$ cat src/rtl/pe_array_ctrl_if.sv
// Bundles the pe_array_ctrl command, operand-buffer and PE-array signals.
// master: the side that issues passes and drives the buffers/array inputs.
// slave: the controller itself.
interface pe_array_ctrl_if #(
    parameter int K_MAX = 16
);
    localparam int AW = $clog2(K_MAX);
    localparam int KW = $clog2(K_MAX + 1);

    logic          start;
    logic [KW-1:0] k_len;
    logic [2:0]    acc_sel;
    logic          src_valid;
    logic          rounder_valid;
    logic          rd_en;
    logic [AW-1:0] rd_addr;
    logic [2:0]    add_number;
    logic          keep;
    logic          rounder_en;
    logic          busy;
    logic          result_valid;
    logic          done;
    logic          err;

    modport master (
        output start, k_len, acc_sel, src_valid, rounder_valid,
        input  rd_en, rd_addr, add_number, keep, rounder_en,
               busy, result_valid, done, err
    );

    modport slave (
        input  start, k_len, acc_sel, src_valid, rounder_valid,
        output rd_en, rd_addr, add_number, keep, rounder_en,
               busy, result_valid, done, err
    );
endinterface

$ cat src/rtl/pe_array_ctrl.sv
// Dot-product pass sequencer for the 2x16 PE array: streams k_len operand
// beats out of the buffers, steers them into the array one cycle later,
// fires the rounder on the last beat and waits for its result.
module pe_array_ctrl #(
    parameter int K_MAX     = 16,
    parameter int ROUND_LAT = 3,
    parameter int TMO       = 4
) (
    input  logic          clk,
    input  logic          rst_n,
    pe_array_ctrl_if.slave bus
);
    localparam int AW   = $clog2(K_MAX);
    localparam int KW   = $clog2(K_MAX + 1);
    localparam int WLIM = ROUND_LAT + TMO;
    localparam int WW   = $clog2(WLIM + 1);

    typedef enum logic [1:0] {IDLE, FEED, DRAIN, DONE} state_t;

    state_t        state;
    logic [AW-1:0] beat_cnt;
    logic [KW-1:0] k_len_q;
    logic [2:0]    acc_q;
    logic [WW-1:0] wait_cnt;
    logic [2:0]    add_number;
    logic          keep;
    logic          rounder_en;
    logic          done;
    logic          err;
    logic          rd_en;
    logic          last_beat;

    // Buffer read strobe follows src_valid only while feeding.
    always_comb begin
        rd_en     = (state == FEED) && bus.src_valid;
        last_beat = rd_en && (KW'(beat_cnt) == k_len_q - KW'(1));
    end

    assign bus.rd_en        = rd_en;
    assign bus.rd_addr      = (state == FEED) ? beat_cnt : '0;
    assign bus.add_number   = add_number;
    assign bus.keep         = keep;
    assign bus.rounder_en   = rounder_en;
    assign bus.busy         = (state != IDLE);
    assign bus.result_valid = (state == DRAIN) && bus.rounder_valid;
    assign bus.done         = done;
    assign bus.err          = err;

    // Pass FSM; array-side outputs are registered so that the data read in
    // cycle n is qualified by keep/rounder_en in cycle n+1 (1-cycle buffer
    // latency). keep defaults to 1 so the accumulators hold whenever no beat
    // is arriving, including bubbles from src_valid stalls.
    always_ff @(posedge clk or negedge rst_n) begin
        if (!rst_n) begin
            state      <= IDLE;
            beat_cnt   <= '0;
            k_len_q    <= '0;
            acc_q      <= '0;
            wait_cnt   <= '0;
            add_number <= '0;
            keep       <= 1'b1;
            rounder_en <= 1'b0;
            done       <= 1'b0;
            err        <= 1'b0;
        end else begin
            keep       <= 1'b1;
            rounder_en <= 1'b0;
            done       <= 1'b0;
            err        <= 1'b0;
            case (state)
                IDLE: begin
                    if (bus.start) begin
                        if (bus.k_len == '0) begin
                            state <= DONE;
                            done  <= 1'b1;
                        end else begin
                            state      <= FEED;
                            k_len_q    <= bus.k_len;
                            acc_q      <= bus.acc_sel;
                            add_number <= bus.acc_sel;
                            beat_cnt   <= '0;
                        end
                    end
                end
                FEED: begin
                    if (rd_en) begin
                        beat_cnt <= beat_cnt + AW'(1);
                        keep     <= 1'b0;
                        if (last_beat) begin
                            state      <= DRAIN;
                            rounder_en <= 1'b1;
                            wait_cnt   <= '0;
                        end
                    end
                end
                DRAIN: begin
                    // A result on the final allowed cycle still counts as success.
                    if (bus.rounder_valid) begin
                        state      <= DONE;
                        done       <= 1'b1;
                        add_number <= '0;
                    end else if (wait_cnt == WW'(WLIM)) begin
                        state      <= DONE;
                        done       <= 1'b1;
                        err        <= 1'b1;
                        add_number <= '0;
                    end else begin
                        wait_cnt <= wait_cnt + WW'(1);
                    end
                end
                DONE: begin
                    state <= IDLE;
                end
                default: state <= IDLE;
            endcase
        end
    end

    // acc_q is kept for visibility of the latched pass parameters.
    logic unused_acc;
    assign unused_acc = ^acc_q;
endmodule

$ cat src/flat_wrapper.sv
// flat-port wrapper written by rule: the top's interface ports become plain ports
module pe_array_ctrl_flat 
#(
    parameter int K_MAX     = 16,
    parameter int ROUND_LAT = 3,
    parameter int TMO       = 4
)
  (clk, rst_n, bus_start, bus_k_len, bus_acc_sel, bus_src_valid, bus_rounder_valid, bus_rd_en, bus_rd_addr, bus_add_number, bus_keep, bus_rounder_en, bus_busy, bus_result_valid, bus_done, bus_err);
  pe_array_ctrl_if #(.K_MAX(K_MAX)) bus_i ();
  input  logic clk;
  input  logic rst_n;
  input wire logic [$bits(bus_i.start)-1:0] bus_start;
  input wire logic [$bits(bus_i.k_len)-1:0] bus_k_len;
  input wire logic [$bits(bus_i.acc_sel)-1:0] bus_acc_sel;
  input wire logic [$bits(bus_i.src_valid)-1:0] bus_src_valid;
  input wire logic [$bits(bus_i.rounder_valid)-1:0] bus_rounder_valid;
  output wire logic [$bits(bus_i.rd_en)-1:0] bus_rd_en;
  output wire logic [$bits(bus_i.rd_addr)-1:0] bus_rd_addr;
  output wire logic [$bits(bus_i.add_number)-1:0] bus_add_number;
  output wire logic [$bits(bus_i.keep)-1:0] bus_keep;
  output wire logic [$bits(bus_i.rounder_en)-1:0] bus_rounder_en;
  output wire logic [$bits(bus_i.busy)-1:0] bus_busy;
  output wire logic [$bits(bus_i.result_valid)-1:0] bus_result_valid;
  output wire logic [$bits(bus_i.done)-1:0] bus_done;
  output wire logic [$bits(bus_i.err)-1:0] bus_err;
  assign bus_i.start = bus_start;
  assign bus_i.k_len = bus_k_len;
  assign bus_i.acc_sel = bus_acc_sel;
  assign bus_i.src_valid = bus_src_valid;
  assign bus_i.rounder_valid = bus_rounder_valid;
  assign bus_rd_en = bus_i.rd_en;
  assign bus_rd_addr = bus_i.rd_addr;
  assign bus_add_number = bus_i.add_number;
  assign bus_keep = bus_i.keep;
  assign bus_rounder_en = bus_i.rounder_en;
  assign bus_busy = bus_i.busy;
  assign bus_result_valid = bus_i.result_valid;
  assign bus_done = bus_i.done;
  assign bus_err = bus_i.err;
  pe_array_ctrl #(.K_MAX(K_MAX), .ROUND_LAT(ROUND_LAT), .TMO(TMO)) u_core (.clk(clk), .rst_n(rst_n), .bus(bus_i));
endmodule
$ cat config.mk
export PLATFORM = sky130hd
export DESIGN_NAME = pe_array_ctrl_flat
export DESIGN_NICKNAME = d
export VERILOG_FILES = /design/src/rtl/pe_array_ctrl_if.sv /design/src/rtl/pe_array_ctrl.sv /design/src/flat_wrapper.sv
export SDC_FILE = /design/constraint.sdc
export NUM_CORES = 1
export LEC_CHECK = 0
export ABC_AREA = 1
export CAP_MARGIN = 20
export CORE_AREA = 2 2 66 52
export CTS_BUF_LIST = sky130_fd_sc_hd__clkbuf_4 sky130_fd_sc_hd__clkbuf_8 sky130_fd_sc_hd__clkbuf_16
export DETAILED_ROUTE_END_ITERATION = 12
export DIE_AREA = 0 0 68 54
export GPL_ROUTABILITY_DRIVEN = 0
export HOLD_SLACK_MARGIN = 0.05
export PLACE_DENSITY = 0.75
export SLEW_MARGIN = 15
export SYNTH_ARGS = -nofsm -noshare
export SYNTH_HDL_FRONTEND = slang
export SYNTH_SLANG_ARGS = --single-unit
$ cat constraint.sdc
create_clock -name clk -period 1.8 [get_ports clk]
set_input_delay 0.27 -clock clk [delete_from_list [all_inputs] [get_ports clk]]
set_output_delay 0.27 -clock clk [all_outputs]
set_load 0.005 [all_outputs]
After elaboration in Yosys (flattened, before gate mapping). Index checks and enable logic that the tools add are counted.

Add/sub/neg operators: 3. Order comparisons: 0. Div/mod/pow operators: 0. Equality and inequality tests: 12. Reduce and logical (&&, ||, !) cells: 14. Muxes and demuxes: 34. Bitwise gates (word level): 1. Multiply operators: 0. Shift operators: 0.

Operators by type and width (number): two-way mux 3 bit (8); two-way mux 4 bit (4); two-way mux 2 bit (6); case mux 3 bit (2 select lines) (2); AND reduction 4 bit (3); two-way mux 1 bit (11); != test 2 bit (second input constant) (5); case mux 2 bit (4 select lines) (1); case mux 4 bit (2 select lines) (1); nonzero test 2 bit (4); equality test 4 x 5 -> 1 bit (1); zero test 5 bit (1); AND reduction 5 bit (1); subtractor 5 x 1 -> 5 bit (second input constant) (1); adder 4 x 1 -> 4 bit (second input constant) (1); equality test 2 bit (second input constant) (2); adder 3 x 1 -> 3 bit (second input constant) (1); equality test 3 bit (second input constant) (1); logical AND 1 bit (3); != test 3 bit (second input constant) (1); AND reduction 3 bit (1); equality test 2 x 1 -> 1 bit (second input constant) (1); zero test 2 bit (1); != test 2 x 1 -> 1 bit (second input constant) (1); other kinds (2) (2).

Input bits: 13. Register bits after elaboration: 21. RAM bits: 0. Memories kept: 0. ROM bits: 0. Latch bits: 0. Logic and storage cells: 73. Output and inout port bits: 14.

Logic depth before layout (Yosys ltp). Gate-level depths: netlist of the first run.

Depth after elaboration: 6. Mapped depth: 13. Mapped depth without buffers: 13.

Least setup slack after synthesis of the first run. Ideal clock, no wire load.

Path kind: register to register. Start point: reg u_core.wait_cnt[0]. End point: reg u_core.state[0]. Clock period less this slack: 1.490 ns. Data arrival time: 1.373 ns. Library setup time: 0.117 ns. Stages on the path, launching flop included: 9. Slack: 0.310 ns. Required time: 1.683 ns. Buffers on the path: 0. Cells stage by stage: dfrtp_1 > ha_1 > ha_1 > inv_1 > nand2_1 > o22ai_1 > inv_1 > nand3_1 > nand2_1.

Longest elaborated chain between the ends: 3.

RTL lines: start: declaration (RTL line pe_array_ctrl.sv:24) `logic [WW-1:0] wait_cnt;`; start signal: assignment (RTL line pe_array_ctrl.sv:108) `wait_cnt <= wait_cnt + WW'(1);`; equality test 3 bit (RTL line pe_array_ctrl.sv:102) `end else if (wait_cnt == WW'(WLIM)) begin`; != test 3 bit (no source line); AND reduction 4 bit (no source line); end signal: assignment (RTL line pe_array_ctrl.sv:99) `state <= DONE;`; end signal: assignment (RTL line pe_array_ctrl.sv:103) `state <= DONE;`; end signal: assignment (RTL line pe_array_ctrl.sv:112) `state <= IDLE;`; end: declaration (RTL line pe_array_ctrl.sv:20) `state_t state;`.

Every way passes these cells. A chain may end at the register's enable or synchronous reset.

Worst setup path in the final report of the first run.
Start point: reg u_core.state[0]. End point: out bus_rd_addr[3].

Longest elaborated chain between the ends: 2.

RTL lines: start signal: assignment (RTL line pe_array_ctrl.sv:55) `state <= IDLE;`; start signal: assignment (RTL line pe_array_ctrl.sv:74) `state <= DONE;`; start signal: assignment (RTL line pe_array_ctrl.sv:77) `state <= FEED;`; equality test 2 x 1 -> 1 bit (RTL line pe_array_ctrl.sv:40) `assign bus.rd_addr = (state == FEED) ? beat_cnt : '0;`; two-way mux 4 bit (RTL line pe_array_ctrl.sv:40); end: declaration (RTL line flat_wrapper.sv:18) `output wire logic [$bits(bus_i.rd_addr)-1:0] bus_rd_addr;`.

Every way passes these cells.

==> flow_summary.toml, run 1 <==
[synthesis]
ys_ff_latch = 21
synth_top_area_cell = "dfrtp_1"
seq_area_frac_synth_pct = 40.44
synth_top_flop_cell = "dfrtp_1"
synth_area_um2 = 1302
synth.most_common_cell = "nand2_1"
synthTopCellsByCount = "53 x nand2_1, 30 x inv_1, 20 x dfrtp_1"
yosysWarningCount = 0
synth-compound-area-share_pct = 7.493
yosys.area_share.simple_pct = 31.70
synth.distinct_cells = 27
synth.area.top_cells = "dfrtp_1 38%, nand2_1 15%, inv_1 8.6%"
synth_top_family_by_area = "simple AND/OR/NAND/NOR gates"
synth_nets = 194
async_flop_share_pct = 100.0
synth-edff-count = 0
synth_xor_area_share_pct = 1.345
yosys.area.top_type_share_pct = 38.42
synth_cells = 173
synthMuxAreaShare_pct = 0
synth_area_per_cell_um2 = 7.529
synthAdderAreaFrac_pct = 7.685

[global_route]
grt_pass1_vias = 974
grt_use_total_pct = 16.23
grt_pass1_wl_mm = 4.333
overflow = 0
antenna_found_initial = 0
grt_max_degree = 22

[final_layout]
nets = 233
area_delta_synth_final_pct = 36.22
fin_area_um2 = 1774
antennaDiodeCount = 0
drive_gt1_share_pct = 20.38
fillCellCount = 289

[sta]
holdWs_ns = 0.3531
slew_headroom_pct = 81.18
grt_setup_unrepaired = "true"
period_minus_slack_ns = 1.775
skew_ns = 0.002422
setup_slack_ns = 0.02463
hold_violations = 0
timing.fmax_mhz = 563.3
final.period_utilization_pct = 98.63
tightest_slew_ns = 0.2822
report.final.slew_viol_count = 0
finalSetupViolations = 0

[outcome]
status = "finished clean"

[cts]
cts_buffer_depth = 2
clk_pin_slew_ns = 0.07
cts_max_level = 1
tritoncts = "built"
cts-root-buf = "clkbuf_8"
clkLatencyLatePin_ns = 0.26
cts_buffers = 3
clock_sinks = 21

[route]
wl_mm = 2.758
vias = 1147
drc = 0
drt-vias-per-instance = 4.570
drt-pass1-iter-count = 4
antenna_left = 0
wire_per_inst_um = 10.99
drt_iter0_drc = 50

[critical_path]
r2r-start = "u_core.state[1]"
r2r_slack_ns = 0.13
required_ns = 1.53
start_kind = "register"
crit_path_end_kind = "output port"
critPathKind = "reg -> out"
reg2reg_to = "u_core.state[0]"
cp_max_fo = 5
arrival_ns = 1.51
ff2ff_path_depth = 12

[floorplanning]
die_y_um = 54
placeableCoreArea_um2 = 3108
die_x_um = 68
pin_count = 27
start_util_pct = 41.91
dieArea_um2 = 3672
num_rows = 18

[power_and_ir_drop]
ir_drop_uv = 624.9
power_per_cell_area_nw_per_um2 = 1434
leakagePower_nw = 0.9844

[worst_hold_path]
holdCritPathClass = "in -> async"

[placement]
post-place-ws_ns = -0.008237
place_area_um2 = 1627
dpl.hpwl_mm = 1.886
numPortBuffers = 26

[flow_run]
max_cap_violations = 0
-- placed cells by master (no fill, tap or decap), types with 2 or more instances in the layout --
cell,n
a21oi_1,2
buf_4,11
clkbuf_8,3
clkdlybuf4s50_1,19
dfrtp_1,19
dlygate4sd2_1,4
dlymetal6s2s_1,2
ha_1,4
ha_4,3
inv_1,25
inv_2,8
nand2_1,53
nand2_2,2
nand2_4,3
nand3_1,14
nand3b_1,2
nor2_1,8
nor2_2,2
o21ai_0,7
o21ai_1,3
xor2_1,2
-- layer usage --
metal | vias to the layer above | routed length [um] | global-route usage (%)
li1 | 612 | - | -
met3 | 4 | 136 | 5.230
met1 | 511 | 1311 | 21.65
met5 | - | 0 | 0
met2 | 20 | 1291 | 26.05
met4 | 0 | 18 | 3.000
-- power breakdown --
| part | leakage, nW | switching, mW | internal, mW | total, mW |
|---|---|---|---|---|
| clock | 0.0262 | 0.150 | 0.173 | 0.323 |
| combinational | 0.689 | 0.795 | 0.664 | 1.46 |
| sequential | 0.269 | 0.130 | 0.632 | 0.762 |
-- how the worst max path moves through the flow --
stage | start | end | slack [ns] | cells past startpoint
2_1_floorplan | u_core.wait_cnt[0] | u_core.state[0] | 0.31 | 8
6_report | u_core.state[0] | bus_rd_addr[3] | 0.02 | 6
3_3_place_gp | u_core.state[1] | bus_rd_en | 0.04 | 5
5_1_grt | u_core.state[0] | bus_rd_addr[3] | -0.02 | 6
4_1_cts | u_core.state[0] | bus_rd_addr[1] | 0.002 | 5
3_5_place_dp | u_core.state[1] | bus_rd_en | -0.008 | 5
-- layout make-up --
| type | instances | area [um2] | area share (%) |
|---|---|---|---|
| clock buffers | 4 | 48.80 | 2.750 |
| well taps | 40 | 50.05 | 2.821 |
| repair buffers | 37 | 337.8 | 19.04 |
| multi-input cells | 116 | 685.7 | 38.65 |
| flip-flops and latches | 21 | 528.0 | 29.76 |
| inverters | 33 | 123.9 | 6.982 |
-- state kept, by name (all words and copies together), names as in the netlist --
name                   count
u_core.k_len_q             5
u_core.bus.rounder_en      1
u_core.beat_cnt            4
u_core.bus.add_number      3
u_core.wait_cnt            3
u_core.bus.keep            1
u_core.bus.err             1
u_core.state               2
u_core.bus.done            1
-- cell families after synthesis --
family	after synthesis
and+or+nand+nor	89
buffers and inverters	36
DFF	21
AOI/OAI and AO/OA	17
adders and majority gates	8
xor gates and xnor gates	2
-- critical path, cell delays in order (launching register included) --
cell           delay [ns]
dfrtp_2              0.44
buf_4                0.15
ha_4                 0.17
buf_4                0.14
nand2_1              0.05
inv_1                0.04
dlygate4sd2_1        0.25
-- metrics by stage --
step	std cells	TNS, ns	total power [mW]	util, %
2_1_floorplan	173	0	1.602	-
3_3_place_gp	241	0	1.965	52.33
3_5_place_dp	241	-0.008237	1.987	52.33
4_1_cts	251	0	2.465	56.12
5_1_grt	251	-0.01952	2.771	57.09
6_report	251	0	2.545	57.09
-- timing repair --
action / CTS / global route
endpoints found under the setup margin: 7 / 9
hold buffers: 0 / 0
pin swaps: 0 / 2
buffers inserted: 6 / 0
resized for setup: 15 / 11
(Power assumes the default switching activity.)
==> run 2, diff against run 1 <==
--- a/config.mk
+++ b/config.mk
@@ -13,7 +13,7 @@
 export DIE_AREA = 0 0 68 54
 export GPL_ROUTABILITY_DRIVEN = 0
 export HOLD_SLACK_MARGIN = 0.05
-export PLACE_DENSITY = 0.75
+export PLACE_DENSITY = 0.67
 export SLEW_MARGIN = 15
 export SYNTH_ARGS = -nofsm -noshare
 export SYNTH_HDL_FRONTEND = slang
==> run 2 against run 1 <==
Effect of this change: via count is 0.52% higher; utilization is 0.60 points higher; register-to-register slack better by 0.03 ns; non-clock buffer count is 3 higher; die area stayed put; combinational power hardly changed; fmax is 8.0% higher; critical endpoint is now bus_rd_en; power is 1.4% lower.
==> flow_summary.toml, run 2 (synthesized netlist as in run 1, its figures left out) <==
[final_layout]
fin_cells = 254
nets = 236
reg_top3 = "u_core.k_len_q x5, u_core.beat_cnt x4"
top_register = "u_core.k_len_q"
layout_common_cells = "53 x nand2_1, 27 x inv_1, 20 x dfrtp_1, 19 x clkdlybuf4s50_1"
drive_gt1_share_pct = 18.69
antennaDiodeCount = 0
largest_reg_flops = 5
fillCellCount = 276
layout_commonest_cell = "nand2_1"
area_delta_synth_final_pct = 37.66

[route]
drt_iter0_drc = 47
drc = 0
drt-pass1-iter-count = 4
vias = 1153
wl_mm = 2.766
drt-vias-per-instance = 4.539
wire_per_inst_um = 10.89
antenna_left = 0

[cts]
clock_sinks = 21
cts_hold_buf = 0
cts_buffers = 3
clkLatencyLatePin_ns = 0.26
tritoncts = "built"
cts_buffer_depth = 2
clk_pin_slew_ns = 0.07
cts-root-buf = "clkbuf_8"
cts_max_level = 1

[critical_path]
arrival_ns = 1.37
max_stage_delay_ns = 0.38
path_buf_inv = 4
cp_max_fo = 6
start_kind = "register"
required_ns = 1.53
cp_cell_sequence = "buf_4 > inv_4 > ha_4 > nand2_4 > inv_1 > dlygate4sd2_1"
crit_path_end_kind = "output port"
critPathKind = "reg -> out"
crit_family = "buffers and inverters"
critPathSlowestCell = "dfrtp_1"

[power_and_ir_drop]
leakagePower_nw = 1.056
p_sw_mw = 1.047
switching_share_pct = 41.76
intPower_mw = 1.461
clockPowerShare_pct = 12.9
pwr-share-comb_pct = 57.1
ir_drop_uv = 710.6
power_per_cell_area_nw_per_um2 = 1399
seqPwrFrac_pct = 30.0

[outcome]
status = "finished clean"

[sta]
period_minus_slack_ns = 1.644
timing.fmax_mhz = 608.3
tns_ns = 0
final.period_utilization_pct = 91.34
grt_setup_unrepaired = "false"
finalSetupViolations = 0
skew_ns = 0.002346
tightest_slew_ns = 0.2695
hold_violations = 0
slew_headroom_pct = 82.03
report.final.slew_viol_count = 0

[floorplanning]
placeableCoreArea_um2 = 3108
pin_count = 27
die_y_um = 54
num_rows = 18
dieArea_um2 = 3672
die_x_um = 68
start_util_pct = 41.91

[flow_run]
max_cap_violations = 0

[global_route]
grt_pass1_wl_mm = 4.374
grt_pass1_vias = 1013
grt_max_degree = 22
antenna_found_initial = 0
overflow = 0
grt_use_total_pct = 16.10

[placement]
numPortBuffers = 26
dpl.hpwl_mm = 2.141
dp.cells = 242

[worst_hold_path]
holdCritPathClass = "in -> async"
run 2: layout make-up:
cell class	count	area, um2	share of cell area (%)
multi-input combinational	116	661.9	36.92
sequential	21	526.8	29.38
timing repair buffer	40	379.1	21.14
inverter	33	126.4	7.048
tap	40	50.05	2.791
clock buffer	4	48.80	2.722
run 2: power groups by stage:
stage / clock network, mW / registers [mW] / logic [mW]
floorplan: 0 / 0.740 / 0.862
global route: 0.353 / 0.771 / 1.61
detailed placement: 0 / 0.766 / 1.30
CTS: 0.334 / 0.758 / 1.33
finish: 0.324 / 0.753 / 1.43
global placement: 0 / 0.758 / 1.25
run 2: metrics by stage:
| step | area, um2 | setup WS, ns | hold WS [ns] | power [mW] | utilization, % |
|---|---|---|---|---|---|
| floorplan | 1303 | 0.3103 | -0.02559 | 1.602 | - |
| global placement | 1647 | 0.1232 | 0.4676 | 2.012 | 52.98 |
| detailed placement | 1647 | 0.08954 | 0.4846 | 2.062 | 52.98 |
| CTS | 1717 | -0.1162 | 0.3508 | 2.421 | 55.23 |
| global route | 1793 | 0.01021 | 0.3673 | 2.738 | 57.69 |
| finish | 1793 | 0.1559 | 0.3441 | 2.508 | 57.69 |
run 2: worst paths after layout:
kind / startpoint / to / slack [ns] / depth (start not counted)
setup reg to reg: u_core.k_len_q[0] / u_core.wait_cnt[0] / 0.16 / 13
max in group asynchronous: rst_n / u_core.bus.keep / 1.19 / 2
hold reg to reg: u_core.wait_cnt[2] / u_core.wait_cnt[2] / 0.50 / 2
min in group clk: u_core.wait_cnt[2] / u_core.wait_cnt[2] / 0.50 / 2
setup / recovery: u_core.state[1] / bus_rd_en / 0.16 / 6
hold / removal: rst_n / u_core.beat_cnt[3] / 0.34 / 2
run 2: layer usage:
| metal | global-route usage, % | wire, um |
|---|---|---|
| met2 | 26.21 | 1295 |
| met1 | 20.88 | 1319 |
| met3 | 4.393 | 117 |
| met4 | 5.000 | 35 |
| met5 | 0 | 0 |
run 2: what timing repair did:
item,in CTS,in global routing
setup endpoints to repair,7,11
setup buffers,1,8
resized for setup,6,11
pin swaps,0,4
==> run 3, diff against run 2 <==
--- a/config.mk
+++ b/config.mk
@@ -11,7 +11,6 @@
 export CTS_BUF_LIST = sky130_fd_sc_hd__clkbuf_4 sky130_fd_sc_hd__clkbuf_8 sky130_fd_sc_hd__clkbuf_16
 export DETAILED_ROUTE_END_ITERATION = 12
 export DIE_AREA = 0 0 68 54
-export GPL_ROUTABILITY_DRIVEN = 0
 export HOLD_SLACK_MARGIN = 0.05
 export PLACE_DENSITY = 0.67
 export SLEW_MARGIN = 15
==> constraint.sdc (replaced) <==
create_clock -name clk -period 1.7 [get_ports clk]
set_input_delay 0.255 -clock clk [delete_from_list [all_inputs] [get_ports clk]]
set_output_delay 0.255 -clock clk [all_outputs]
set_load 0.005 [all_outputs]
==> run 3 against run 2 <==
Effect of this change: die area unchanged; global-route usage up 0.39 points; worst hold slack worse by 0.027 ns; utilization up 1.4 points; flip-flop and latch count unchanged; clock-buffer cell count down 1; power up 11%; register-to-register slack worse by 0.07 ns; design area up 2.4%; largest cell class unchanged; final cell count up 2.4%; clock power up 2%; combinational power up 15%.
==> flow_summary.toml, run 3 (synthesized netlist as in run 1, its figures left out) <==
[global_route]
met1_usage_pct = 19.67
overflow = 0
use_met2_pct = 28.64
grt_use_total_pct = 16.49
busiest_layer = "met2"
grt_pass1_wl_mm = 4.498
grt_pass1_vias = 1088
grt_max_degree = 22
antenna_found_initial = 0
grt_util_met3_pct = 4.812

[cts]
cts-root-buf = "clkbuf_8"
cts_buffer_depth = 2
clk_pin_slew_ns = 0.08
tritoncts = "built"
cts_max_level = 1
clock_sinks = 21
clkLatencyLatePin_ns = 0.27
cts_buffers = 3

[floorplanning]
pin_count = 27
placeableCoreArea_um2 = 3108
die_y_um = 54
start_util_pct = 41.91
die_x_um = 68
dieArea_um2 = 3672
num_rows = 18

[sta]
skew_ns = 0.006969
period_minus_slack_ns = 1.621
final.period_utilization_pct = 95.36
tns_ns = 0
timing.fmax_mhz = 616.9
hold_violations = 0
grt_setup_unrepaired = "true"
holdWs_ns = 0.3170
slew_headroom_pct = 81.78
finalSetupViolations = 0
report.final.slew_viol_count = 0
tightest_slew_ns = 0.2722

[power_and_ir_drop]
power_per_cell_area_nw_per_um2 = 1521
leakagePower_nw = 1.000
finalPower_mw = 2.794
ir_drop_uv = 808.3

[placement]
dpl.hpwl_mm = 2.079
numPortBuffers = 26
globalplace.congestion = 0.8469
dp.cells = 246

[critical_path]
crit_path_end_kind = "output port"
arrival_ns = 1.37
cp_max_fo = 4
required_ns = 1.44
start_kind = "register"
critPathKind = "reg -> out"

[route]
drt-vias-per-instance = 4.573
antenna_left = 0
vias = 1189
wire_per_inst_um = 10.53
drc = 0
drt_iter0_drc = 37
drt-pass1-iter-count = 4
wl_mm = 2.737

[final_layout]
area_delta_synth_final_pct = 41.02
largest_reg_flops = 5
layout_commonest_cell = "nand2_1"
reg_top3 = "u_core.k_len_q x5, u_core.beat_cnt x4"
antennaDiodeCount = 0
top_register = "u_core.k_len_q"
fin_cells = 260
nets = 242
layout_common_cells = "51 x nand2_1, 25 x inv_1, 19 x clkdlybuf4s50_1, 19 x buf_4, 19 x dfrtp_1"
fillCellCount = 293
utilization_pct = 59.10
drive_gt1_share_pct = 25.00

[flow_run]
max_cap_violations = 0

[worst_hold_path]
holdCritPathClass = "in -> async"

[outcome]
status = "finished clean"
==> run 3: cell count changes in the layout (fill, tap and decap cells not counted), moves of 2 or more <==
cell and change:
dlymetal6s2s_1 -6, buf_4 +5, dlygate4sd2_1 +3, inv_1 -2, inv_2 +3, clkbuf_2 +3
ha_4 +2, nand2_1 -2
==> run 3: layout make-up <==
cell class / count / area, um2 / area share [%]
sequential: 21 / 528.0 / 28.75
inverter: 33 / 123.9 / 6.744
tap: 40 / 50.05 / 2.725
timing repair buffer: 46 / 394.1 / 21.46
multi-input combinational: 116 / 694.4 / 37.81
clock inverter: 1 / 5.005 / 0.2725
clock buffer: 3 / 41.29 / 2.248
==> run 3: timing repair <==
item,CTS,global route
buffers inserted,6,4
setup endpoints to repair,7,11
pin swaps,1,5
hold buffers,0,0
gates resized for setup,18,14
==> run 3: metal layers <==
layer | vias up | routed length (um)
li1 | 627 | -
met1 | 534 | 1278
met2 | 26 | 1304
met4 | 0 | 18
met3 | 2 | 135
met5 | - | 0
==> run 3: path summary, 6_finish.rpt <==
check / cells after the start / startpoint / slack, ns / endpoint
worst max-delay path: 5 / u_core.state[0] / 0.08 / bus_rd_en
worst min-delay path: 2 / rst_n / 0.32 / u_core.beat_cnt[3]
worst max register to register: 9 / u_core.state[0] / 0.09 / u_core.wait_cnt[2]
worst min register to register: 2 / u_core.wait_cnt[2] / 0.49 / u_core.wait_cnt[2]
max in group asynchronous: 2 / rst_n / 1.11 / u_core.bus.keep
min in group clk: 2 / u_core.wait_cnt[2] / 0.49 / u_core.wait_cnt[2]
==> run 3: critical path, stage by stage (launching register included) <==
cell and delay, ns:
dfrtp_2 0.44, ha_4 0.19, buf_6 0.11, nand2_4 0.05, inv_1 0.05, dlygate4sd2_1 0.26
==> run 3: stage by stage <==
| step | area [um2] | setup WS, ns |
|---|---|---|
| 2_1_floorplan | 1303 | 0.2103 |
| 3_3_place_gp | 1664 | 0.03200 |
| 3_5_place_dp | 1664 | -0.008011 |
| 4_1_cts | 1787 | 0.001290 |
| 5_1_grt | 1837 | -0.02496 |
| 6_report | 1837 | 0.07889 |
==> run 3: where the power goes <==
group          switching, mW  internal [mW]
combinational          0.848          0.805
sequential             0.142          0.669
clock                  0.167          0.164
